File: src/rtl/wave_pkg.sv
// Shared types and constants for the waveform parameter controller.
package wave_pkg;

   typedef enum logic [2:0] {
      IDLE,
      CHECK,
      WAIT_WRAP,
      COMMIT,
      ACK
   } state_t;

   typedef struct packed {
      logic [7:0]  ch;
      logic [31:0] adder;
      logic [31:0] ampl;
   } frame_t;

   localparam logic [7:0]  ACK_OK    = 8'h6B;
   localparam logic [7:0]  ACK_ERR   = 8'h6E;
   localparam logic [31:0] DEF_ADDER = 32'd214748;
   localparam logic [31:0] DEF_AMPL  = 32'd255;

endpackage

File: src/rtl/wave_param_ctrl.sv
// Per-channel DDS parameter controller: shadows a UART frame and commits it on the channel's phase wrap.
// Define WAVE_PARAM_ACK_EN to return an 'k'/'n' response byte per frame.
module wave_param_ctrl #(
   parameter int NUM_CH  = 4,
   parameter int WRAP_TO = 65535
) (
   input  logic                 clk,
   input  logic                 rst_n,
   input  logic                 cmd_valid,
   output logic                 cmd_ready,
   input  logic [7:0]           cmd_ch,
   input  logic [31:0]          cmd_adder,
   input  logic [31:0]          cmd_ampl,
   input  logic [NUM_CH-1:0]    ch_wrap,
   output logic [NUM_CH*32-1:0] ch_adder,
   output logic [NUM_CH*32-1:0] ch_ampl,
   output logic [NUM_CH-1:0]    upd_pending,
   output logic                 ack_valid,
   input  logic                 ack_ready,
   output logic [7:0]           ack_data,
   output logic [7:0]           err_cnt
);
   import wave_pkg::*;

   localparam int CHW = (NUM_CH > 1) ? $clog2(NUM_CH) : 1;
   localparam int CW  = (WRAP_TO > 0) ? $clog2(WRAP_TO + 1) : 1;
   localparam logic [CW-1:0] WAIT_MAX = CW'(WRAP_TO);

   state_t                   state;
   frame_t                   hold;
   logic [CW-1:0]            wait_cnt;
   logic [NUM_CH-1:0][31:0]  act_adder, act_ampl;
   logic [NUM_CH-1:0][31:0]  sh_adder, sh_ampl;
   logic                     ch_ok;
   logic [CHW-1:0]           ch_idx;

   assign ch_ok    = (32'(hold.ch) < 32'(NUM_CH));
   assign ch_idx   = hold.ch[CHW-1:0];
   assign ch_adder = act_adder;
   assign ch_ampl  = act_ampl;

`ifdef WAVE_PARAM_ACK_EN
   logic       ack_valid_r;
   logic [7:0] ack_data_r;
   assign ack_valid = ack_valid_r;
   assign ack_data  = ack_data_r;
`else
   logic unused_ack_ready;
   assign unused_ack_ready = ack_ready;
   assign ack_valid = 1'b0;
   assign ack_data  = 8'h00;
`endif

   always_ff @(posedge clk or negedge rst_n) begin
      if (!rst_n) begin
         state       <= IDLE;
         cmd_ready   <= 1'b0;
         hold        <= '0;
         wait_cnt    <= '0;
         act_adder   <= {NUM_CH{DEF_ADDER}};
         act_ampl    <= {NUM_CH{DEF_AMPL}};
         sh_adder    <= {NUM_CH{DEF_ADDER}};
         sh_ampl     <= {NUM_CH{DEF_AMPL}};
         upd_pending <= '0;
         err_cnt     <= 8'h00;
`ifdef WAVE_PARAM_ACK_EN
         ack_valid_r <= 1'b0;
         ack_data_r  <= 8'h00;
`endif
      end else begin
         case (state)
            IDLE: begin
               cmd_ready <= 1'b1;
               if (cmd_valid && cmd_ready) begin
                  hold      <= '{ch: cmd_ch, adder: cmd_adder, ampl: cmd_ampl};
                  cmd_ready <= 1'b0;
                  state     <= CHECK;
               end
            end
            CHECK: begin
               if (!ch_ok) begin
                  if (err_cnt != 8'hFF) err_cnt <= err_cnt + 8'd1;
`ifdef WAVE_PARAM_ACK_EN
                  ack_data_r  <= ACK_ERR;
                  ack_valid_r <= 1'b1;
                  state       <= ACK;
`else
                  cmd_ready   <= 1'b1;
                  state       <= IDLE;
`endif
               end else begin
                  sh_adder[ch_idx]    <= hold.adder;
                  sh_ampl[ch_idx]     <= hold.ampl;
                  upd_pending[ch_idx] <= 1'b1;
                  wait_cnt            <= '0;
                  state               <= WAIT_WRAP;
               end
            end
            WAIT_WRAP: begin
               // Only the held channel's wrap matters; the timeout bounds a stalled accumulator.
               if (ch_wrap[ch_idx] || wait_cnt == WAIT_MAX) state <= COMMIT;
               else wait_cnt <= wait_cnt + 1'b1;
            end
            COMMIT: begin
               act_adder[ch_idx]   <= sh_adder[ch_idx];
               act_ampl[ch_idx]    <= sh_ampl[ch_idx];
               upd_pending[ch_idx] <= 1'b0;
`ifdef WAVE_PARAM_ACK_EN
               ack_data_r  <= ACK_OK;
               ack_valid_r <= 1'b1;
               state       <= ACK;
`else
               cmd_ready   <= 1'b1;
               state       <= IDLE;
`endif
            end
`ifdef WAVE_PARAM_ACK_EN
            ACK: begin
               if (ack_ready) begin
                  ack_valid_r <= 1'b0;
                  cmd_ready   <= 1'b1;
                  state       <= IDLE;
               end
            end
`endif
            default: begin
               cmd_ready <= 1'b0;
               state     <= IDLE;
            end
         endcase
      end
   end

endmodule

File: config.mk
export PLATFORM = sky130hd
export DESIGN_NAME = wave_param_ctrl
export DESIGN_NICKNAME = d
export VERILOG_FILES = /design/src/rtl/wave_pkg.sv /design/src/rtl/wave_param_ctrl.sv
export SDC_FILE = /design/constraint.sdc
export NUM_CORES = 1
export LEC_CHECK = 0
export BUFFER_PORTS_ARGS = -buffer_cell sky130_fd_sc_hd__buf_2
export CAP_MARGIN = 40
export CORE_AREA = 2 2 248 250
export CTS_BUF_LIST = sky130_fd_sc_hd__clkbuf_8
export DETAILED_ROUTE_END_ITERATION = 7
export DIE_AREA = 0 0 250 252
export SLEW_MARGIN = 10
export SYNTH_ARGS = -nofsm -noshare
export SYNTH_HDL_FRONTEND = slang
export SYNTH_SLANG_ARGS = --single-unit
File: constraint.sdc
create_clock -name clk -period 2.7 [get_ports clk]
set_input_delay 0.135 -clock clk [delete_from_list [all_inputs] [get_ports clk]]
set_output_delay 0.135 -clock clk [all_outputs]
set_load 0.03 [all_outputs]
==> reports/metrics.yaml, run 1 <==
status:
  status: "completed"
clocking:
  htreeDepth: 3
  cts_tree: "yes"
  post_cts_buffers: 0
  clockBufferDepth: 3
  clkTransAtPathRegs_ps: 60
  ctsRootBufferMaster: "clkbuf_8"
  insertion_delay_ps: 700
  cts_buffers: 104
  cts_sinks: 615
logic_synthesis:
  synth_top_area_share: 0.4930
  yosys-top-cells-count: "536 x mux2_2, 471 x dfrtp_1, 144 x dfstp_2, 49 x mux2_4, 34 x buf_2"
  synthFlopType: "dfrtp_1"
  yosys_warnings: 0
  synth-seq-cells: 615
  syn_inst: 1433
  seq_area_frac_synth: 0.6512
  yosys-top-cells-area: "dfrtp_1 49%, mux2_2 25%, dfstp_2 16%, mux2_4 3.1%, buf_6 1.1%"
  synth_most_common_cell: "mux2_2"
  netlist_area_um2: 23910
  syn_avg_cell_area_um2: 16.68
  synth-edff-count: 0
  async_flop_share: 1.000
  synth_cell_type_count: 48
  yosys.area.top_type: "dfrtp_1"
place:
  finalWeightedCongestion: 0.7638
  pre_cts_slack_ps: 392.9
  port-buffer-count: 347
  hpwl_um: 36140
cells_and_area:
  final_util: 0.4909
  drive_gt1_frac: 0.6353
  fillers: 5199
  syn2layout_area_growth_pct: 23.46
  nets: 2009
floorplan:
  core-area_um2: 60130
  die_h_um: 252
  die_area_um2: 63000
  rows: 90
  dieWidth_um: 250
  start_util: 0.3976
  ioPinCount: 358
global_route:
  grt_pass1_vias: 14880
  grt_pass1_wl_um: 88610
  globalRouteOverflowTotal: 0
  grt_max_degree: 63
  grt_use_total: 0.1830
  antenna_found_initial: 3
drt:
  wirelength_um: 57200
  drcViolationCount: 0
  drtIter0Drc: 705
  via_per_inst: 4.941
  antenna_left: 0
  dr.pass1.iters: 5
  vias: 13810
  wl_per_cell_um: 20.47
sta:
  layout_setup_ws_ps: 380.8
  fin_crit_sh: 0.8590
  fmax_ghz: 0.4312
  relSlewSlack: 0.4542
  skew_ps: 22.42
  finalMaxSlewViolations: 0
  finalCriticalPeriod_ps: 2319
  tightestPinTransition_ps: 818.6
  finalHoldViolations: 0
  hold_slack_ps: 209.0
  rsz0062_at_grt: "false"
  tns_ps: 0
  final-setup-viol-count: 0
pwr:
  vdd.ir_drop.worst_v: 0.0004463
  power_per_cell_area_nw_per_um2: 870.4
  power.leakage_nw: 15.38
worst_setup_path:
  rr_endpoint: "sh_adder[40]"
  cp_max_fo: 42
  r2r_start: "hold[68]"
  critical_path_required_ps: 3270
  endpoint_kind: "flop"
  startpoint_type: "flop"
  arrival_ps: 2890
  reg2reg_slack_ps: 380
  worstRegToRegCells: 5
  crit_type: "reg -> reg"
worst_hold_path:
  hp-start: "cmd_adder[18]"
  hold_end: "hold[50]"
  min_path_type: "in -> reg"
  holdPathStages: 3
run:
  maxCapViolations: 0
==> kinds of logic (layout without fill, tap and decap cells) <==
| family | count (synthesis) | after routing | synth area share |
|---|---|---|---|
| compound gates | 40 | 40 | 0.01266 |
| xor+xnor | 7 | 7 | 0.002564 |
| simple gates | 92 | 92 | 0.02250 |
| other cells | 1 | 11 | 0.0001568 |
| buf+inv | 88 | 657 | 0.02486 |
| fa+ha+maj | 2 | 2 | 0.001046 |
| mux | 588 | 588 | 0.2850 |
| flops | 615 | 615 | 0.6512 |
==> per-layer routing <==
metal  GRT usage  share of wire  vias up
met3     0.04684          0.050      101
li1            -              -     6119
met4     0.06108          0.024        2
met1      0.2327           0.43     7262
met2      0.3056           0.49      322
met5           0        0.00023        -
==> where the power goes <==
part	internal [mW]	leakage, nW	switching, mW
sequential	11.6	7.85	1.63
combinational	2.34	6.29	1.91
clock	4.48	1.24	3.74
==> per-stage QoR <==
stage	area [um^2]	power, mW	std cells
2_1_floorplan	23940	15.91	1441
3_3_place_gp	26650	17.36	2527
3_5_place_dp	26650	17.61	2527
4_1_cts	29510	26.08	2792
5_1_grt	29520	27.16	2794
6_report	29520	25.69	2794
==> critical path, stage by stage, from the launching register on <==
cell and delay, ps:
dfrtp_1 410, nor4_4 460, and2_1 450, nand2_4 70
buf_4 380, mux2_2 380
==> flip-flops by register name (all words and copies together) (netlist names), named ones only <==
signal	count
sh_ampl	128
hold	70
ch_ampl	128
ch_adder	128
sh_adder	128
wait_cnt	16
cmd_ready	1
err_cnt	8
ch_idx	2
state	2
==> repair_timing <==
action                                 CTS  global route
endpoints found under the hold margin  520             0
hold buffers                            76             0
setup endpoints to repair                0             0
resized for setup                        0             0
==> cell usage in the layout (no fill, tap or decap), types with 3 or more instances in the layout <==
master         count
a211o_1            5
mux2_4            49
o22a_1             7
clkinvlp_4         3
a21oi_1            6
clkbuf_8         128
nand3_4            3
buf_2            346
dlygate4sd3_1     76
inv_1             49
nand3_1           13
clkinv_2           6
nand2_4            3
nor2_1             6
nor3_1             3
buf_12            15
o21ai_0            8
xnor2_1            7
nand4_1           10
dfrtp_1          471
nor4_1             6
inv_6              3
o211a_1            5
nand2_1           21
dfstp_2          144
and3_1             7
buf_4             25
nor2b_1            3
conb_1             9
mux2_2           536
or4_1              4
==> cell type report <==
cell class | instances | area [um^2] | area share
Inverter | 5 | 18.77 | 0.0006358
Clock inverter | 61 | 342.8 | 0.01161
Clock buffer | 128 | 1762 | 0.05968
Tap cell | 782 | 978.4 | 0.03315
Timing Repair Buffer | 463 | 2995 | 0.1015
Sequential cell | 615 | 15570 | 0.5275
Antenna cell | 2 | 5.005 | 0.0001695
Multi-Input combinational cell | 738 | 7846 | 0.2658
==> how the worst max path moves through the flow <==
stage,start,end,slack [ps],cells past startpoint
finish,hold[68],sh_adder[40],380,5
floorplan,wait_cnt[0],wait_cnt[12],740,6
detailed placement,hold[68],sh_adder[33],390,5
global route,hold[68],sh_ampl[60],290,5
global placement,hold[68],sh_ampl[55],460,5
CTS,hold[68],sh_adder[43],370,5
Note: power is estimated with default switching activity, not from simulation.
==> run 2, diff against run 1 <==
--- a/config.mk
+++ b/config.mk
@@ -11,6 +11,7 @@
 export CTS_BUF_LIST = sky130_fd_sc_hd__clkbuf_8
 export DETAILED_ROUTE_END_ITERATION = 7
 export DIE_AREA = 0 0 250 252
+export MAX_ROUTING_LAYER = met4
 export SLEW_MARGIN = 10
 export SYNTH_ARGS = -nofsm -noshare
 export SYNTH_HDL_FRONTEND = slang
==> reports/metrics.yaml, run 2 (synthesis results as in run 1) <==
global_route:
  grt_max_degree: 63  # unchanged
  grt_pass1_wl_um: 88570  # about the same
  grt_pass1_vias: 14900  # +0.11%
  globalRouteOverflowTotal: 0  # unchanged
  antenna_found_initial: 5  # +2
  grt_use_total: 0.1886  # +0.005636
worst_setup_path:
  r2r_start: "hold[68]"
  critical_path.endpoint: "sh_ampl[62]"
  cpPeakStageDelay_ps: 450  # about the same
  endpoint_kind: "flop"
  arrival_ps: 2880  # about the same
  path_cells: "nor4_4, and2_1, nand2_4, buf_4, mux2_2"
  critPathLaunch: "hold[68]"
  crit_type: "reg -> reg"
  crit_slowest_cell: "nor4_4"
  cp_max_fo: 42  # unchanged
  reg2reg_slack_ps: 390  # about the same
  startpoint_type: "flop"
  rr_endpoint: "sh_ampl[62]"
  worstRegToRegCells: 5  # unchanged
  critical_path_required_ps: 3270  # about the same
cells_and_area:
  nets: 2009  # unchanged
  multiInputGateArea_um2: 7846  # unchanged
  regArea_um2: 15570  # unchanged
  drive_gt1_frac: 0.6353  # unchanged
  final_common_cell: "mux2_2"
  layout_common_cells: "536 x mux2_2, 471 x dfrtp_1, 346 x buf_2"
  fillers: 5199  # unchanged
  final_area_um2: 29530  # about the same
  syn2layout_area_growth_pct: 23.49  # about the same
  finalNonFillerCells: 2797  # +0.11%
pwr:
  p_seq_frac: 0.515  # about the same
  p_int_mw: 18.42  # about the same
  power.leakage_nw: 15.38  # unchanged
  power_per_cell_area_nw_per_um2: 870.0  # about the same
  power_frac_comb: 0.165  # about the same
  vdd.ir_drop.worst_v: 0.0004468  # +0.12%
  p_sw_mw: 7.272  # about the same
  netSwitchingFraction: 0.2831  # about the same
  clkPwrFrac: 0.320  # about the same
run:
  maxCapViolations: 0  # unchanged
place:
  hpwl_um: 36140  # unchanged
  finalWeightedCongestion: 0.7740  # +1.3%
  place_inst: 2527  # unchanged
  port-buffer-count: 347  # unchanged
  place_area_um2: 26650  # unchanged
  pre_cts_slack_ps: 392.9  # unchanged
floorplan:
  die_h_um: 252  # unchanged
  start_util: 0.3976  # unchanged
  rows: 90  # unchanged
  ioPinCount: 358  # unchanged
  die_area_um2: 63000  # unchanged
  core-area_um2: 60130  # unchanged
  dieWidth_um: 250  # unchanged
sta:
  fin_crit_sh: 0.8549  # -0.004048
  hold_slack_ps: 207.0  # -1.980 ps
  tns_ps: 0  # unchanged
  finalCriticalPeriod_ps: 2308  # -10.93 ps
  tightestPinTransition_ps: 820.2  # +1.510 ps
  layout_setup_ws_ps: 391.8  # +10.93 ps
  relSlewSlack: 0.4532  # -0.001007
  rsz0062_at_grt: "false"
  final-setup-viol-count: 0  # unchanged
  finalMaxSlewViolations: 0  # unchanged
  skew_ps: 19.46  # -2.963 ps
  finalHoldViolations: 0  # unchanged
  fmax_ghz: 0.4332  # +0.47%
clocking:
  clockBufferDepth: 3  # unchanged
  ctsRootBufferMaster: "clkbuf_8"
  cts_sinks: 615  # unchanged
  cts_tree: "yes"
  htreeDepth: 3  # unchanged
  insertion_delay_ps: 690  # about the same
  clkTransAtPathRegs_ps: 60  # about the same
  cts_buffers: 104  # unchanged
status:
  status: "completed"
drt:
  dr.pass1.iters: 6  # +1
  drcViolationCount: 0  # unchanged
  wirelength_um: 57130  # -0.11%
  drtIter0Drc: 631  # -10%
  vias: 13820  # +0.065%
  via_per_inst: 4.939  # about the same
  antenna_left: 0  # unchanged
  wl_per_cell_um: 20.43  # -0.22%
worst_hold_path:
  min_path_type: "in -> reg"
run 2: changes by cell type in the layout (fill, tap and decap cells not counted):
cell	previous run	this run
diode_2	2	5
run 2: area by class of cell:
| type | count | share of cell area |
|---|---|---|
| tap | 782 | 0.03314 |
| clock buffer | 128 | 0.05967 |
| sequential | 615 | 0.5273 |
| antenna | 5 | 0.0004238 |
| clock inverter | 61 | 0.01161 |
| inverter | 5 | 0.0006356 |
| multi-input combinational | 738 | 0.2657 |
| timing repair buffer | 463 | 0.1014 |
run 2: repair_timing:
item	CTS	global route
endpoints found under the hold margin	520	0
hold buffers	76	0
endpoints found under the setup margin	0	0
gates resized for setup	0	0
setup buffers	0	0
run 2: power groups by stage:
stage                     logic, mW  registers [mW]  clock network, mW
after global routing           4.60            13.6               9.00
after CTS                      4.32            13.2               8.51
after detailed placement       4.22            13.4                  0
after floorplan                2.72            13.2                  0
after global placement         4.10            13.3                  0
final                          4.25            13.2               8.22
run 2: worst max-delay path: cells and delay by family, from the launching register on:
kind          cells  cell delay [ps]
simple gates      3              970
buf+inv           1              370
flops             1              410
mux               1              380
run 2: worst min-delay path by stage:
stage | slack, ps | from | depth (start not counted) | to
2_1_floorplan | -160 | rst_n | 0 | asynchronous set/reset pin
3_3_place_gp | 180 | rst_n | 1 | sh_adder[114]
3_5_place_dp | 170 | rst_n | 1 | sh_adder[114]
4_1_cts | 130 | cmd_adder[26] | 3 | hold[58]
5_1_grt | 140 | cmd_adder[18] | 3 | hold[50]
6_report | 210 | cmd_adder[18] | 3 | hold[50]
run 2: layer usage:
layer | vias to the layer above | global-route usage | wire (um)
met1 | 7265 | 0.2326 | 24810
met4 | 0 | 0.06108 | 1470
met2 | 316 | 0.3058 | 28070
met5 | - | - | 0
met3 | 108 | 0.04725 | 2782
li1 | 6126 | - | -
run 2: metrics by stage:
stage | total power [mW] | util
after floorplan | 15.91 | -
after global placement | 17.36 | 0.4432
after detailed placement | 17.61 | 0.4432
after CTS | 26.08 | 0.4908
after global routing | 27.16 | 0.4910
final | 25.69 | 0.4910
